==> src/rtl/tiny_soc_pkg.sv <==
// Shared constants and types for the ariane_tiny_soc run controller.
package tiny_soc_pkg;

    localparam logic [63:0] ADDR_STOP  = 64'h00;
    localparam logic [63:0] ADDR_TRAP  = 64'h08;
    localparam logic [63:0] ADDR_IDUMP = 64'h10;
    localparam logic [63:0] ADDR_FDUMP = 64'h18;

    typedef enum logic [1:0] {
        RUN   = 2'd0,
        DRAIN = 2'd1,
        DONE  = 2'd2
    } run_state_e;

    typedef enum logic [1:0] {
        CAUSE_NONE   = 2'd0,
        CAUSE_STOP   = 2'd1,
        CAUSE_TRAP   = 2'd2,
        CAUSE_SIMLEN = 2'd3
    } run_cause_e;

    typedef struct packed {
        logic        is_fp;
        logic [5:0]  idx;
        logic [63:0] data;
    } dump_entry_t;

endpackage

==> src/rtl/tiny_soc_run_ctrl_fifo.sv <==
// Synchronous FIFO of register-dump entries; a push into a full FIFO is taken if a pop happens the same cycle.
module run_ctrl_fifo
    import tiny_soc_pkg::*;
#(
    parameter int unsigned DEPTH = 4
) (
    input  logic        clk,
    input  logic        rst,
    input  logic        push,
    input  dump_entry_t push_entry,
    input  logic        pop,
    output logic        full,
    output logic        empty,
    output dump_entry_t head,
    output logic        drop
);

    localparam int unsigned AW = $clog2(DEPTH);

    // Pointers carry one extra wrap bit to tell full from empty.
    logic [AW:0]  wr_ptr;
    logic [AW:0]  rd_ptr;
    dump_entry_t  mem [DEPTH];
    logic         do_push;
    logic         do_pop;

    assign empty   = (wr_ptr == rd_ptr);
    assign full    = (wr_ptr[AW] != rd_ptr[AW]) && (wr_ptr[AW-1:0] == rd_ptr[AW-1:0]);
    assign do_pop  = pop && !empty;
    assign do_push = push && (!full || do_pop);
    assign drop    = push && !do_push;
    assign head    = mem[rd_ptr[AW-1:0]];

    always_ff @(posedge clk) begin
        if (rst) begin
            wr_ptr <= '0;
            rd_ptr <= '0;
        end else begin
            if (do_push) wr_ptr <= wr_ptr + (AW+1)'(1);
            if (do_pop)  rd_ptr <= rd_ptr + (AW+1)'(1);
        end
    end

    always_ff @(posedge clk) begin
        if (do_push) mem[wr_ptr[AW-1:0]] <= push_entry;
    end

endmodule

==> src/rtl/tiny_soc_run_ctrl.sv <==
// Run controller for ariane_tiny_soc: magic-address decode, run/drain/done sequencing,
// cycle budget and a buffered register-dump stream.
module tiny_soc_run_ctrl #(
    parameter logic [63:0] ADDR_STOP    = tiny_soc_pkg::ADDR_STOP,
    parameter logic [63:0] ADDR_TRAP    = tiny_soc_pkg::ADDR_TRAP,
    parameter logic [63:0] ADDR_IDUMP   = tiny_soc_pkg::ADDR_IDUMP,
    parameter logic [63:0] ADDR_FDUMP   = tiny_soc_pkg::ADDR_FDUMP,
    parameter int unsigned DRAIN_CYCLES = 50,
    parameter int unsigned CNT_W        = 32,
    parameter int unsigned FIFO_DEPTH   = 4
) (
    input  logic             clk_i,
    input  logic             rst_i,
    input  logic             mem_req_i,
    input  logic             mem_we_i,
    input  logic [63:0]      mem_addr_i,
    input  logic [63:0]      mem_wdata_i,
    input  logic [CNT_W-1:0] simlen_i,
    input  logic             stop_on_trap_i,
    output logic             dump_valid_o,
    input  logic             dump_ready_i,
    output logic             dump_is_fp_o,
    output logic [5:0]       dump_idx_o,
    output logic [63:0]      dump_data_o,
    output logic [1:0]       state_o,
    output logic [1:0]       cause_o,
    output logic             trap_seen_o,
    output logic             dump_ovf_o,
    output logic             done_o
);

    import tiny_soc_pkg::*;

    localparam int unsigned DW = $clog2(DRAIN_CYCLES + 2);

    run_state_e       state;
    run_cause_e       cause;
    logic             done;
    logic [DW-1:0]    drain_cnt;
    logic [CNT_W-1:0] step;
    logic [5:0]       int_idx;
    logic [5:0]       fp_idx;
    logic             trap_seen;
    logic             dump_ovf;

    logic             wr_run;
    logic             hit_stop;
    logic             hit_trap;
    logic             hit_idump;
    logic             hit_fdump;
    logic             trap_stops;
    logic             budget_hit;

    dump_entry_t      push_entry;
    dump_entry_t      head;
    logic             fifo_full;
    logic             fifo_empty;
    logic             fifo_drop;
    logic             pop;

    assign wr_run     = mem_req_i && mem_we_i && (state == RUN);
    assign hit_stop   = wr_run && (mem_addr_i == ADDR_STOP);
    assign hit_trap   = wr_run && (mem_addr_i == ADDR_TRAP);
    assign hit_idump  = wr_run && (mem_addr_i == ADDR_IDUMP);
    assign hit_fdump  = wr_run && (mem_addr_i == ADDR_FDUMP);
    assign trap_stops = hit_trap && stop_on_trap_i;
    assign budget_hit = (simlen_i != '0) && (step == simlen_i - CNT_W'(1));

    // Budget expiry wins over a same-cycle stop/trap, but the cause still names the hit.
    always_ff @(posedge clk_i) begin
        if (rst_i) begin
            state     <= RUN;
            cause     <= CAUSE_NONE;
            done      <= 1'b0;
            drain_cnt <= '0;
            step      <= '0;
        end else begin
            case (state)
                RUN: begin
                    step <= step + CNT_W'(1);
                    if (budget_hit) begin
                        state <= DONE;
                        done  <= 1'b1;
                        cause <= hit_stop   ? CAUSE_STOP :
                                 trap_stops ? CAUSE_TRAP : CAUSE_SIMLEN;
                    end else if (hit_stop || trap_stops) begin
                        state     <= (DRAIN_CYCLES == 0) ? DONE : DRAIN;
                        done      <= (DRAIN_CYCLES == 0);
                        cause     <= hit_stop ? CAUSE_STOP : CAUSE_TRAP;
                        drain_cnt <= DW'(DRAIN_CYCLES);
                    end
                end
                DRAIN: begin
                    step      <= step + CNT_W'(1);
                    drain_cnt <= drain_cnt - DW'(1);
                    if (budget_hit || drain_cnt <= DW'(1)) begin
                        state <= DONE;
                        done  <= 1'b1;
                    end
                end
                default: begin
                    state <= DONE;
                    done  <= 1'b1;
                end
            endcase
        end
    end

    always_ff @(posedge clk_i) begin
        if (rst_i) begin
            int_idx   <= 6'd1;
            fp_idx    <= 6'd0;
            trap_seen <= 1'b0;
            dump_ovf  <= 1'b0;
        end else begin
            if (hit_idump) int_idx <= int_idx + 6'd1;
            if (hit_fdump) fp_idx  <= fp_idx + 6'd1;
            if (hit_trap)  trap_seen <= 1'b1;
            if (fifo_drop) dump_ovf  <= 1'b1;
        end
    end

    always_comb begin
        push_entry       = '0;
        push_entry.is_fp = hit_fdump;
        push_entry.idx   = hit_fdump ? fp_idx : int_idx;
        push_entry.data  = mem_wdata_i;
    end

    assign pop = !fifo_empty && dump_ready_i;

    run_ctrl_fifo #(
        .DEPTH (FIFO_DEPTH)
    ) u_fifo (
        .clk        (clk_i),
        .rst        (rst_i),
        .push       (hit_idump || hit_fdump),
        .push_entry (push_entry),
        .pop        (pop),
        .full       (fifo_full),
        .empty      (fifo_empty),
        .head       (head),
        .drop       (fifo_drop)
    );

    assign dump_valid_o = !fifo_empty;
    assign dump_is_fp_o = head.is_fp;
    assign dump_idx_o   = head.idx;
    assign dump_data_o  = head.data;
    assign state_o      = state;
    assign cause_o      = cause;
    assign trap_seen_o  = trap_seen;
    assign dump_ovf_o   = dump_ovf;
    assign done_o       = done;

endmodule
==> config.mk <==
export PLATFORM = sky130hd
export DESIGN_NAME = tiny_soc_run_ctrl
export DESIGN_NICKNAME = d
export VERILOG_FILES = /design/src/rtl/tiny_soc_pkg.sv /design/src/rtl/tiny_soc_run_ctrl_fifo.sv /design/src/rtl/tiny_soc_run_ctrl.sv
export SDC_FILE = /design/constraint.sdc
export NUM_CORES = 1
export LEC_CHECK = 0
export BUFFER_PORTS_ARGS = -buffer_cell sky130_fd_sc_hd__buf_2
export CAP_MARGIN = 20
export CORE_MARGIN = 5
export CORE_UTILIZATION = 56
export DETAILED_ROUTE_END_ITERATION = 12
export PLACE_DENSITY = 0.9
export SETUP_SLACK_MARGIN = 0.4
export SLEW_MARGIN = 10
export SYNTH_ARGS = -nofsm -noshare
export SYNTH_HDL_FRONTEND = slang
export SYNTH_SLANG_ARGS = --single-unit
==> constraint.sdc <==
create_clock -name clk_i -period 3.9 [get_ports clk_i]
set_input_delay 0.195 -clock clk_i [delete_from_list [all_inputs] [get_ports clk_i]]
set_output_delay 0.195 -clock clk_i [all_outputs]
set_load 0.05 [all_outputs]
==> results by group, run 1 <==
Global route
  • Vias in the first global route: 10010
  • Grt total ovfl: 0
  • First-pass GRT wire length: about 56 mm
  • Largest net degree at the start of global routing: 72
  • GRT Total Usage: approximately 24%
  • Antenna violations before repair: 3

Detailed routing
  • Post-DRT Antenna Nets: 0
  • Drt pass-1 iters: 5
  • DRC: 0
  • Iteration-0 DRC Markers: 1071
  • Via-to-Cell Ratio: 5.951
  • DR vias: between 9000 and 10000
  • Final WL: 36.60 mm
  • DR WL/cell: 22.19 um

Timing
  • Fmax: 354.8 MHz
  • RSZ-0062 raised after global routing: no
  • Skew final: 0.02321 ns
  • Final setup viols: 0
  • Worst slew pin tran: 1.031 ns
  • Max-slew violation count: 0
  • Worst slew margin: 31.26%
  • Final Hold Viols: 0
  • Worst setup margin: 1.081 ns
  • Minimum clock period: 2.819 ns
  • Period utilisation layout: 72.27%
  • Final TNS setup: 0 ns

Worst hold path
  • Min-delay worst type: in -> reg

CTS
  • Post-CTS Resized: 0
  • CTS Root Buffer Type: clkbuf_16
  • CTS tree: yes
  • Clock sink count: 348
  • Clk slew on worst S/H paths: 0.06 ns
  • Post-CTS Hold Buffers: 64
  • CTS Buffer Depth: 3
  • Clock insertion delay at the later pin of the skew report: roughly 0.51 ns
  • CTS Buf Count: 35
  • Post-CTS setup buffers: 0
  • Clock H-tree levels: 2

Yosys
  • Synth Net Count: 1133
  • Warning count from the yosys run: 0
  • Post-synth EDFFs: 284
  • Netlist Area Pre-Place: 14730 sq um
  • Cells after Synth: ~960
  • Syn avg cell area: around 15 sq um
  • Sequential area share after synthesis: 66.59%
  • Post-synth ARST share: 0%
  • Netlist cell types: 60
  • Predominant post-synthesis flop cell: edfxtp_1
  • Yosys reg bits: 348

Outcome
  • Status: finished, final reports clean

Floorplanning
  • Core box area: 25980 sq um
  • Total die area: 29650 sq um
  • Starting Density: 56.69%
  • Die Span X: 172.2 um
  • I/O pins: about 250
  • Die Y-Extent: 172.2 um
  • Num rows: 59

Cells and area
  • Most frequent cells in the layout: edfxtp_1 (284), buf_2 (244), nor2_1 (74)
  • Most common cell after layout, fill and taps aside: edfxtp_1
  • Layout Area Growth over Synthesis: 23.81%
  • Layout cells sized above 1: 30.87%
  • Fin area: 18240 sq um
  • Area of the multi-input gates: roughly 4800 sq um
  • Number of fill cells in the layout: roughly 1700
  • FF/Latch Area: 9817 sq um
  • Final net count: 1465

Placed design
  • Post-DP HPWL: approximately 23 mm
  • Area of placed instances: 16460 sq um
  • I/O Buffers: 244
  • Pre-CTS WS: ~0.73 ns
  • Final RePlAce weighted congestion: 0.9259

Setup path
  • CP Data Arrival Time: 3.23 ns
  • Worst path required time: roughly 4.3 ns
  • Crit end category: flip-flop
  • Kind of critical path: in -> reg
  • Max Fanout on Critical Path: 8
  • CP startpoint kind: input pin

Power
  • P_leak: 6.233 nW
  • VDD IR-drop max: 0.0004423 V
  • Pwr per Cell Area: 417.1 nW/um^2

Run
  • Max-cap violations: 0
## synth_stat cells (all sizes together) (5+ instances only)
library cell,n,area [sq um]
nand2,44,165.2
xnor2,46,402.9
and2,8,50.05
xor2,36,315.3
a21oi,21,105.1
ha,12,150.1
nand3,23,115.1
and3,17,106.4
edfxtp,284,8528
inv,14,52.55
or3,15,93.84
dfxtp,64,1281
mux2i,5,50.05
mux4,71,1599
o21ai,19,98.84
nand4,26,162.7
nor4,42,277.8
clkbuf,23,86.33
buf,9,37.54
nor2,74,277.8
or4,9,75.07
nor4b,10,106.4
nor3,26,130.1
## metrics by stage
step	total power [mW]	utilization, %	std cells	hold WS (ns)
floorplan	4.175	-	955	0.2939
global placement	4.321	63.34	1521	0.4066
detailed placement	4.333	63.34	1521	0.4105
CTS	7.636	70.17	1647	0.01684
global route	7.870	70.19	1649	0.05404
finish	7.607	70.19	1649	0.03792
## logic make-up (layout without fill, tap and decap cells)
kind of cell	Yosys count	count (layout)	share of synthesized area, %
xor+xnor	82	82	4.875
fa+ha+maj	12	12	1.019
buf+inv	46	403	1.198
compound gates	74	74	3.304
simple gates	316	316	11.75
other cells	0	2	0
flops	348	348	66.59
mux	77	77	11.27
## final timing paths
kind | startpoint | to | slack [ns] | cells past startpoint
setup / recovery | simlen_i[0] | drain_cnt[0] | 1.08 | 11
hold / removal | rst_i | int_idx[0] | 0.04 | 3
setup reg to reg | state_o[0] | u_fifo.mem[0][12] | 1.10 | 7
hold reg to reg | trap_seen_o | trap_seen_o | 0.48 | 1
## layer usage
metal	track usage, %	wire, um
met5	0	7
met4	6.049	792
met3	5.396	3240
met2	41.89	18480
met1	32.12	14080
## sequential cells by signal, indices dropped and copies added (netlist names), 2 cells and up, named ones only
register and cells:
step 32, state_o 2, u_fifo.wr_ptr 3, fp_idx 6, u_fifo.mem 284, int_idx 6, drain_cnt 6, cause_o 2
u_fifo.rd_ptr 3
## cell type report
cell class / count / share of cell area (%)
Sequential cell: 348 / 53.82
Timing Repair Buffer: 327 / 11.26
Inverter: 14 / 0.2881
Clock buffer: 43 / 5.193
Clock inverter: 19 / 1.029
Multi-Input combinational cell: 561 / 26.08
Antenna cell: 2 / 0.02744
Tap cell: 335 / 2.298
## where the power goes
| part | internal (mW) | switching [mW] |
|---|---|---|
| Clock | 1.94 | 1.35 |
| Sequential | 4.01 | 0.00349 |
| Combinational | 0.145 | 0.164 |
## worst max-delay path: stages
cell and delay [ns]:
buf_2 0.13, inv_1 0.08, ha_1 0.26, nor4b_2 0.53
and3_1 0.24, a31oi_1 0.10, a2111oi_0 0.52, nand4_1 0.16
a2111oi_0 0.39, nand3_1 0.33, a41oi_1 0.30
(Power assumes the default switching activity.)
==> run 2, diff against run 1 <==
==> constraint.sdc (replaced) <==
create_clock -name clk_i -period 2.8 [get_ports clk_i]
set_input_delay 0.14 -clock clk_i [delete_from_list [all_inputs] [get_ports clk_i]]
set_output_delay 0.14 -clock clk_i [all_outputs]
set_load 0.05 [all_outputs]
==> run 2 against run 1 <==
Effect of this change:
- sequential cell count did not move
- non-clock buffer count rose by 42
- global-route usage rose by 2.8 points
- via count rose by 4.9%
- critical endpoint is now dump_data_o[53]
- die area did not move
- combinational power rose by 50%
- clock skew fell by 0.0011 ns
- sequential power rose by 39%
==> results by group, run 2 (synthesis results as in run 1) <==
Timing
  • Skew final: 0.02214 ns (-0.001070 ns)
  • Fmax: 418.8 MHz
  • Period utilisation layout: 85.29%
  • Final TNS setup: 0 ns (unchanged)
  • Final Hold Viols: 0 (unchanged)
  • Worst slew margin: 52.87% (+22 points)
  • RSZ-0062 raised after global routing: yes
  • Worst setup margin: 0.4120 ns (-0.6695 ns)
  • Minimum clock period: about 2.4 ns
  • Max-slew violation count: 0 (unchanged)
  • Final setup viols: 0 (unchanged)
  • Worst slew pin tran: 0.6981 ns (-0.3331 ns)

Placed design
  • Area of placed instances: 16860 sq um (+2.4%)
  • Pre-CTS WS: -0.003902 ns (-0.7350 ns)
  • Post-DP HPWL: 25.99 mm (+13%)
  • I/O Buffers: 244 (unchanged)
  • Final RePlAce weighted congestion: 0.9116 (-1.5%)

CTS
  • CTS Buf Count: 36 (+2.9%)
  • Clock H-tree levels: 2 (unchanged)
  • CTS tree: yes
  • Clock sink count: 348 (unchanged)
  • Clock insertion delay at the later pin of the skew report: 0.54 ns (+0.03 ns)
  • CTS Root Buffer Type: clkbuf_16
  • CTS Buffer Depth: 3 (unchanged)
  • Clk slew on worst S/H paths: 0.06 ns (about the same)

Global route
  • Largest net degree at the start of global routing: 47 (-35%)
  • Vias in the first global route: 10420 (+4.1%)
  • Grt total ovfl: 0 (unchanged)
  • First-pass GRT wire length: 60.55 mm (+8.1%)
  • GRT Total Usage: 27.26% (+2.8 points)
  • Antenna violations before repair: 2 (-1)

Detailed routing
  • Post-DRT Antenna Nets: 0 (unchanged)
  • Iteration-0 DRC Markers: 1017 (-5.0%)
  • DRC: 0 (unchanged)
  • Drt pass-1 iters: 5 (unchanged)
  • DR vias: 10290 (+4.9%)
  • Final WL: 41.11 mm (+12%)
  • DR WL/cell: 24.31 um (+9.5%)
  • Via-to-Cell Ratio: 6.086 (+2.3%)

Cells and area
  • Most frequent cells in the layout: edfxtp_1 (284), buf_2 (244), mux4_2 (71)
  • Layout Area Growth over Synthesis: 26.93%
  • Largest register FFs: 284 (unchanged)
  • Number of fill cells in the layout: 1640 (-2.6%)
  • Layout cells sized above 1: 34.17% (+3.3 points)
  • Fin area: 18700 sq um (+2.5%)
  • Fin util: 71.96% (+1.8 points)
  • Area of the multi-input gates: 4843 sq um (+1.8%)
  • Most common cell after layout, fill and taps aside: edfxtp_1
  • Final net count: 1508 (+2.9%)
  • FF/Latch Area: 9823 sq um (about the same)

Worst hold path
  • Min-delay worst type: in -> reg

Setup path
  • Worst path required time: 2.66 ns (-1.66 ns)
  • Max Fanout on Critical Path: 35 (+27)
  • Kind of critical path: reg -> out
  • CP Data Arrival Time: 2.25 ns (-0.98 ns)
  • CP startpoint kind: flip-flop
  • Crit end category: primary output

Floorplanning
  • Core box area: 25980 sq um (unchanged)
  • Num rows: 59 (unchanged)
  • I/O pins: 245 (unchanged)
  • Starting Density: 56.69% (unchanged)
  • Die Span X: 172.2 um (unchanged)
  • Die Y-Extent: 172.2 um (unchanged)
  • Total die area: 29650 sq um (unchanged)

Run
  • Max-cap violations: 0 (unchanged)

Power
  • Pwr Total: 10.54 mW (+39%)
  • Pwr per Cell Area: 563.9 nW/um^2 (+35%)
  • VDD IR-drop max: 0.0006712 V (+52%)
  • P_leak: 6.458 nW (+3.6%)

Outcome
  • Status: finished, final reports clean
==> run 2: final timing paths <==
| check | cells past startpoint | start | slack, ns | endpoint |
|---|---|---|---|---|
| max | 3 | flip-flop | 0.41 | dump_data_o[53] |
| max reg2reg | 9 | step[9] | 0.49 | drain_cnt[3] |
| min | 4 | dump_ready_i | 0.02 | u_fifo.rd_ptr[0] |
| min reg2reg | 1 | trap_seen_o | 0.47 | trap_seen_o |
==> run 2: worst max-delay path, stage by stage, from the launching register on <==
cell and delay, ns:
dfxtp_4 0.51, buf_16 0.30, mux4_2 0.62, buf_2 0.25
==> run 2: cell type report <==
cell class | instances | share of cell area, %
diodes | 1 | 0.01338
multi-input cells | 561 | 25.90
inverters | 14 | 0.2810
flip-flops and latches | 348 | 52.53
clock inverters | 21 | 0.8230
repair buffers | 369 | 13.22
well taps | 335 | 2.242
clock buffers | 42 | 4.992
==> run 2: per-stage QoR <==
| step | instances | hold slack [ns] |
|---|---|---|
| final | 1691 | 0.02304 |
| after floorplan | 955 | 0.2389 |
| after global placement | 1561 | 0.3514 |
| after detailed placement | 1561 | 0.3568 |
| after CTS | 1689 | 0.009351 |
| after global routing | 1691 | 0.06127 |
==> run 2: metal layers <==
metal	global-route usage (%)	share of wire (%)
met2	48.56	52
met1	33.03	36
met4	10.87	4.5
met5	0	0.017
met3	4.961	7.6
==> run 2: what timing repair did <==
item,4_1_cts,5_1_grt
pin swaps,0,3
setup buffers,0,1
endpoints found under the hold margin,258,0
hold buffers,65,0
resized for setup,5,18
endpoints found under the setup margin,9,289
==> run 2: where the power goes <==
part	total (mW)	internal [mW]	leakage, nW	switching (mW)
sequential	5.58	5.58	3.03	0.00505
clock	4.50	2.50	0.532	2.00
combinational	0.462	0.222	2.90	0.240
total	10.5	8.30	6.46	2.24
